### config.mk
export PLATFORM = sky130hd
export DESIGN_NAME = vga_timing_gen
export DESIGN_NICKNAME = d
export VERILOG_FILES = /design/src/rtl/vga_timing_gen.sv
export SDC_FILE = /design/constraint.sdc
export NUM_CORES = 1
export LEC_CHECK = 0
export CAP_MARGIN = 20
export CORE_MARGIN = 2
export CORE_UTILIZATION = 47
export CTS_CLUSTER_DIAMETER = 40
export DETAILED_ROUTE_END_ITERATION = 16
export PLACE_DENSITY = 0.77
export SLEW_MARGIN = 10
export SYNTH_ARGS = -nofsm -noshare
export SYNTH_HDL_FRONTEND = slang
export SYNTH_SLANG_ARGS = --single-unit
### constraint.sdc
create_clock -name vga_clk_in -period 4.3 [get_ports vga_clk_in]
set_input_delay 1.075 -clock vga_clk_in [delete_from_list [all_inputs] [get_ports vga_clk_in]]
set_output_delay 1.075 -clock vga_clk_in [all_outputs]
set_load 0.05 [all_outputs]
### src/rtl/vga_timing_gen.sv
// ----------------------------------------------------------------------------
// vga_timing_gen
//   Parametrised VGA timing generator with a pixel-fetch pipeline. A pair of
//   horizontal/vertical counters walks the full raster. Fetch coordinates are
//   issued straight from the counters. Sync, display-enable and the start
//   pulses are delayed FETCH_LAT enabled cycles so that they line up with
//   pixel data returned by a source with that read latency. Everything
//   advances only on cycles with vga_clk_en=1.
//
// Ports
//   vga_clk_in           pixel clock
//   vga_rst_n            synchronous active-low reset (wins over vga_clk_en)
//   vga_clk_en           advance enable; low freezes all state
//   fetch_req            current counter position is an active pixel
//   fetch_x / fetch_y    column / line being fetched (raw counter values)
//   pix_red/grn/blu      pixel data, valid FETCH_LAT enabled cycles after
//                        the matching fetch_req
//   o_red/o_grn/o_blu    registered colour, zero outside the active area
//   Hsync / Vsync        sync outputs, active level set by H_POL / V_POL
//   de                   display enable, aligned with colour
//   line_start           one-cycle pulse on output pixel (0, y)
//   frame_start          one-cycle pulse on output pixel (0, 0)
//
// Fetch contract: fetch_req has no ready. The pixel source must accept an
// address on every enabled cycle where fetch_req=1 and return its data
// exactly FETCH_LAT enabled cycles later. Disabled cycles stretch that
// latency in real time but not in enabled-cycle count.
// ----------------------------------------------------------------------------
module vga_timing_gen #(
    parameter int H_ACTIVE  = 640,
    parameter int H_FP      = 16,
    parameter int H_SYNC    = 96,
    parameter int H_BP      = 48,
    parameter int V_ACTIVE  = 480,
    parameter int V_FP      = 10,
    parameter int V_SYNC    = 2,
    parameter int V_BP      = 33,
    parameter int H_POL     = 0,
    parameter int V_POL     = 0,
    parameter int CNT_W     = 12,
    parameter int COLOR_W   = 4,
    parameter int FETCH_LAT = 2
) (
    input  logic               vga_clk_in,
    input  logic               vga_rst_n,
    input  logic               vga_clk_en,
    output logic               fetch_req,
    output logic [CNT_W-1:0]   fetch_x,
    output logic [CNT_W-1:0]   fetch_y,
    input  logic [COLOR_W-1:0] pix_red,
    input  logic [COLOR_W-1:0] pix_grn,
    input  logic [COLOR_W-1:0] pix_blu,
    output logic [COLOR_W-1:0] o_red,
    output logic [COLOR_W-1:0] o_grn,
    output logic [COLOR_W-1:0] o_blu,
    output logic               Hsync,
    output logic               Vsync,
    output logic               de,
    output logic               line_start,
    output logic               frame_start
);

    localparam int H_TOTAL  = H_ACTIVE + H_FP + H_SYNC + H_BP;
    localparam int V_TOTAL  = V_ACTIVE + V_FP + V_SYNC + V_BP;
    localparam int HS_START = H_ACTIVE + H_FP;
    localparam int HS_END   = HS_START + H_SYNC;
    localparam int VS_START = V_ACTIVE + V_FP;
    localparam int VS_END   = VS_START + V_SYNC;

    // Active level of each sync output.
    localparam logic H_LVL = (H_POL != 0);
    localparam logic V_LVL = (V_POL != 0);

    generate
        if (FETCH_LAT < 0 || FETCH_LAT > 7) begin : g_bad_fetch_lat
            $error("vga_timing_gen: FETCH_LAT must be in 0..7");
        end
        if (longint'(H_TOTAL) > (longint'(1) << CNT_W)) begin : g_bad_h_total
            $error("vga_timing_gen: H_TOTAL does not fit in CNT_W bits");
        end
        if (longint'(V_TOTAL) > (longint'(1) << CNT_W)) begin : g_bad_v_total
            $error("vga_timing_gen: V_TOTAL does not fit in CNT_W bits");
        end
    endgenerate

    // ------------------------------------------------------------------
    // Raster counters
    // ------------------------------------------------------------------
    logic [CNT_W-1:0] r_h_cnt;
    logic [CNT_W-1:0] r_v_cnt;
    logic             w_h_last;
    logic             w_v_last;

    assign w_h_last = (int'(r_h_cnt) == H_TOTAL - 1);
    assign w_v_last = (int'(r_v_cnt) == V_TOTAL - 1);

    always_ff @(posedge vga_clk_in) begin
        if (!vga_rst_n) begin
            r_h_cnt <= '0;
            r_v_cnt <= '0;
        end else if (vga_clk_en) begin
            if (w_h_last) begin
                r_h_cnt <= '0;
                r_v_cnt <= w_v_last ? '0 : r_v_cnt + CNT_W'(1);
            end else begin
                r_h_cnt <= r_h_cnt + CNT_W'(1);
            end
        end
    end

    // ------------------------------------------------------------------
    // Stage 0: decode straight from the counters
    // ------------------------------------------------------------------
    logic w_hs_raw;
    logic w_vs_raw;
    logic w_de_raw;
    logic w_ls_raw;
    logic w_fs_raw;

    assign w_de_raw = (int'(r_h_cnt) < H_ACTIVE) && (int'(r_v_cnt) < V_ACTIVE);
    // Sync bits are carried active-high internally; polarity is applied
    // only at the output register so the cleared delay line means "inactive".
    assign w_hs_raw = (int'(r_h_cnt) >= HS_START) && (int'(r_h_cnt) < HS_END);
    // Vertical sync depends on the line count only, so its edges land on h_cnt=0.
    assign w_vs_raw = (int'(r_v_cnt) >= VS_START) && (int'(r_v_cnt) < VS_END);
    assign w_ls_raw = (r_h_cnt == '0);
    assign w_fs_raw = (r_h_cnt == '0) && (r_v_cnt == '0);

    assign fetch_req = w_de_raw;
    assign fetch_x   = r_h_cnt;
    assign fetch_y   = r_v_cnt;

    // ------------------------------------------------------------------
    // Delay line matching the pixel-source latency
    // bit 4 hsync, 3 vsync, 2 de, 1 line_start, 0 frame_start
    // ------------------------------------------------------------------
    logic [4:0] w_raw;
    logic [4:0] w_dly;

    assign w_raw = {w_hs_raw, w_vs_raw, w_de_raw, w_ls_raw, w_fs_raw};

    generate
        if (FETCH_LAT == 0) begin : g_no_dly
            assign w_dly = w_raw;
        end else begin : g_dly
            logic [4:0] r_pipe [FETCH_LAT];

            always_ff @(posedge vga_clk_in) begin
                if (!vga_rst_n) begin
                    for (int i = 0; i < FETCH_LAT; i++) begin
                        r_pipe[i] <= '0;
                    end
                end else if (vga_clk_en) begin
                    r_pipe[0] <= w_raw;
                    for (int i = 1; i < FETCH_LAT; i++) begin
                        r_pipe[i] <= r_pipe[i-1];
                    end
                end
            end

            assign w_dly = r_pipe[FETCH_LAT-1];
        end
    endgenerate

    // ------------------------------------------------------------------
    // Output register
    // ------------------------------------------------------------------
    always_ff @(posedge vga_clk_in) begin
        if (!vga_rst_n) begin
            Hsync       <= ~H_LVL;
            Vsync       <= ~V_LVL;
            de          <= 1'b0;
            line_start  <= 1'b0;
            frame_start <= 1'b0;
            o_red       <= '0;
            o_grn       <= '0;
            o_blu       <= '0;
        end else if (vga_clk_en) begin
            Hsync       <= ~(w_dly[4] ^ H_LVL);
            Vsync       <= ~(w_dly[3] ^ V_LVL);
            de          <= w_dly[2];
            line_start  <= w_dly[1];
            frame_start <= w_dly[0];
            o_red       <= w_dly[2] ? pix_red : '0;
            o_grn       <= w_dly[2] ? pix_grn : '0;
            o_blu       <= w_dly[2] ? pix_blu : '0;
        end
    end

endmodule

==> results.cfg <==
[run_status]
status = finished, final reports clean

[grt]
grt_first_pass_wirelength_um = 8180
antenna_found_initial = 0
grt_pass1_vias = 1750
grt_max_degree = 35
grt.overflow.total = 0
grt_usage = 0.191

[placement]
place.port_buffers = 56
gp_congestion = 0.802
place_area_um2 = 2860
hpwl_um = 3350

[logic_synthesis]
synth_area_leaders = dfxtp_1, edfxtp_1, nor2b_1
syn_avg_cell_area_um2 = 9.48
synth-edff-count = 10
ys_seq_area_frac = 0.493
ys.flop_type = dfxtp_1
yosys.area.top_type = dfxtp_1
synth-seq-cells = 51
ys_types = 37
yosysMostFrequentCell = dfxtp_1
synth_top_area_share = 0.361
syn_inst = 240
yosys_warnings = 0
yosys-top-cells-count = dfxtp_1, nand2_1, nor2b_1, a22oi_1, o21ai_0
syn_area_um2 = 2280
synth_nets = 259
synthArstFlopShare = 0

[routing]
wl_met3_um = 237
drtIter0Drc = 118
wl_per_cell_um = 14.0
wl_met1_um = 2240
drc = 0
wl_um = 4850
wl_met2_um = 2320
vias = 1911
antenna_left = 0
highest_layer = met4
drtPass1Iterations = 4
avgViaCountPerCell = 5.51

[worst_hold_path]
holdPathEnd = Hsync$_SDFFE_PN1P_
hold_path_depth = 2
hold_path.class = reg2reg
holdCritStartpoint = Hsync$_SDFFE_PN1P_

[sta]
setup_violations = 0
fmax_ghz = 0.287
slew_violations = 0
worstMarginPinSlew_ps = 726
skew_ps = 7.17
finalSetupTns_ps = 0
period_share = 0.810
fin_crit_ps = 3480
rsz0062_at_grt = no
hold_viol = 0
slew_headroom = 0.513

[worst_setup_path]
ff2ff_setup_slack_ps = 2230
reg2reg_from = fetch_x[1]$_SDFFE_PN0P_
r2r_cells = 5
r2r_end = fetch_y[2]$_SDFFE_PN0P_
start_kind = register
required_ps = 3220
critPathMaxFanout = 6
critPathCaptureType = output port
cp.arrival_ps = 2410
criticalPathCategory = reg2out

[pwr]
powerDensity_nw_per_um2 = 298
p_leak_nw = 1.03
p_total_w = 0.000883
ir_drop_v = 0.000187

[layout]
antenna_cells = 0
drive_above_1_share = 0.0444
area_growth_pct = 30.2
nets = 311
fin_area_um2 = 2960

[clock_network]
clk_pin_slew_worst_paths_ps = 90
cts_hold_buffers = 0
htree_levels = 2
clock_latency_ps = 300
cts_tree = done
numCtsBuffers = 5
cts_resized = 0
clockRootBuffer = clkbuf_8
postCtsSetupRepairBufs = 0
ctsLongestPathBuffers = 2
clock-sinks = 51

[floorplanning]
core_area_um2 = 4690
row_count = 25
start_util = 0.485
die_y_um = 73.6
ios = 57
die_w_um = 73.6
fp.dieArea_um2 = 5410

[flow_run]
drv_cap = 0
final cells by class:
| type | count | area, um^2 |
|---|---|---|
| Inverter | 7 | 26.3 |
| Timing Repair Buffer | 57 | 568 |
| Clock buffer | 7 | 96.3 |
| Sequential cell | 51 | 1120 |
| Tap cell | 54 | 67.6 |
| Clock inverter | 1 | 7.51 |
| Multi-Input combinational cell | 170 | 1080 |
| Fill cell | 436 | 1730 |
how the worst max path moves through the flow:
stage	startpoint	endpoint	slack [ps]	cells after the start
3_5_place_dp	vga_clk_en	fetch_y[10]$_SDFFE_PN0P_	980	5
2_1_floorplan	fetch_y[10]$_SDFFE_PN0P_	fetch_req	740	2
4_1_cts	fetch_y[10]$_SDFFE_PN0P_	fetch_req	800	3
3_3_place_gp	vga_clk_en	fetch_y[10]$_SDFFE_PN0P_	1090	5
5_1_grt	fetch_y[10]$_SDFFE_PN0P_	fetch_req	720	3
6_report	fetch_y[10]$_SDFFE_PN0P_	fetch_req	820	3
sequential cells by signal, indices dropped and copies added (netlist names):
name	count
o_red	4
fetch_x	12
line_start	1
Vsync	1
fetch_y	12
de	1
o_blu	4
g_dly.r_pipe	10
o_grn	4
Hsync	1
frame_start	1
where the power goes:
part	internal (W)	switching, W	total, W
logic	0.0000337	0.0000474	0.0000812
clock network	0.000146	0.000150	0.000297
registers	0.000500	0.00000527	0.000505
critical path: stages, from the launching register on:
cell             delay, ps
dfxtp_1                370
or3_1                  410
nor4_1                 430
clkdlybuf4s50_1        900
per-stage QoR:
stage                     hold slack, ps  worst slack (ps)  instances   util
after detailed placement             465               977        339  0.609
after floorplan                      479               737        240      -
after CTS                            485               804        347  0.631
final                                480               819        347  0.631
after global routing                 499               721        347  0.631
after global placement               461              1090        339  0.609
logic make-up (layout without fill, tap and decap cells):
kind of cell	after synthesis	count (layout)	share of synthesized area
simple gates	113	113	0.292
mux	3	3	0.0132
buf+inv	19	72	0.0346
flops	51	51	0.493
compound gates	39	39	0.103
xor+xnor	11	11	0.0423
fa+ha+maj	4	4	0.0220
cell usage in the layout, fill, tap and decap left out, drive strengths merged, types with 8 or more instances in the layout:
cell type       n
dfxtp          41
nand3          11
and3           11
a21oi          10
nand2          21
a22oi          12
clkdlybuf4s50  56
nand4           9
or3             8
nor2b          17
xnor2           9
o21ai          13
nor2           10
edfxtp         10
layer usage:
layer | GRT usage | vias to the layer above
met1 | 0.255 | 893
met2 | 0.311 | 47
met5 | 0 | -
met3 | 0.0357 | 6
li1 | - | 965
met4 | 0.0626 | 0
(Power assumes the default switching activity.)
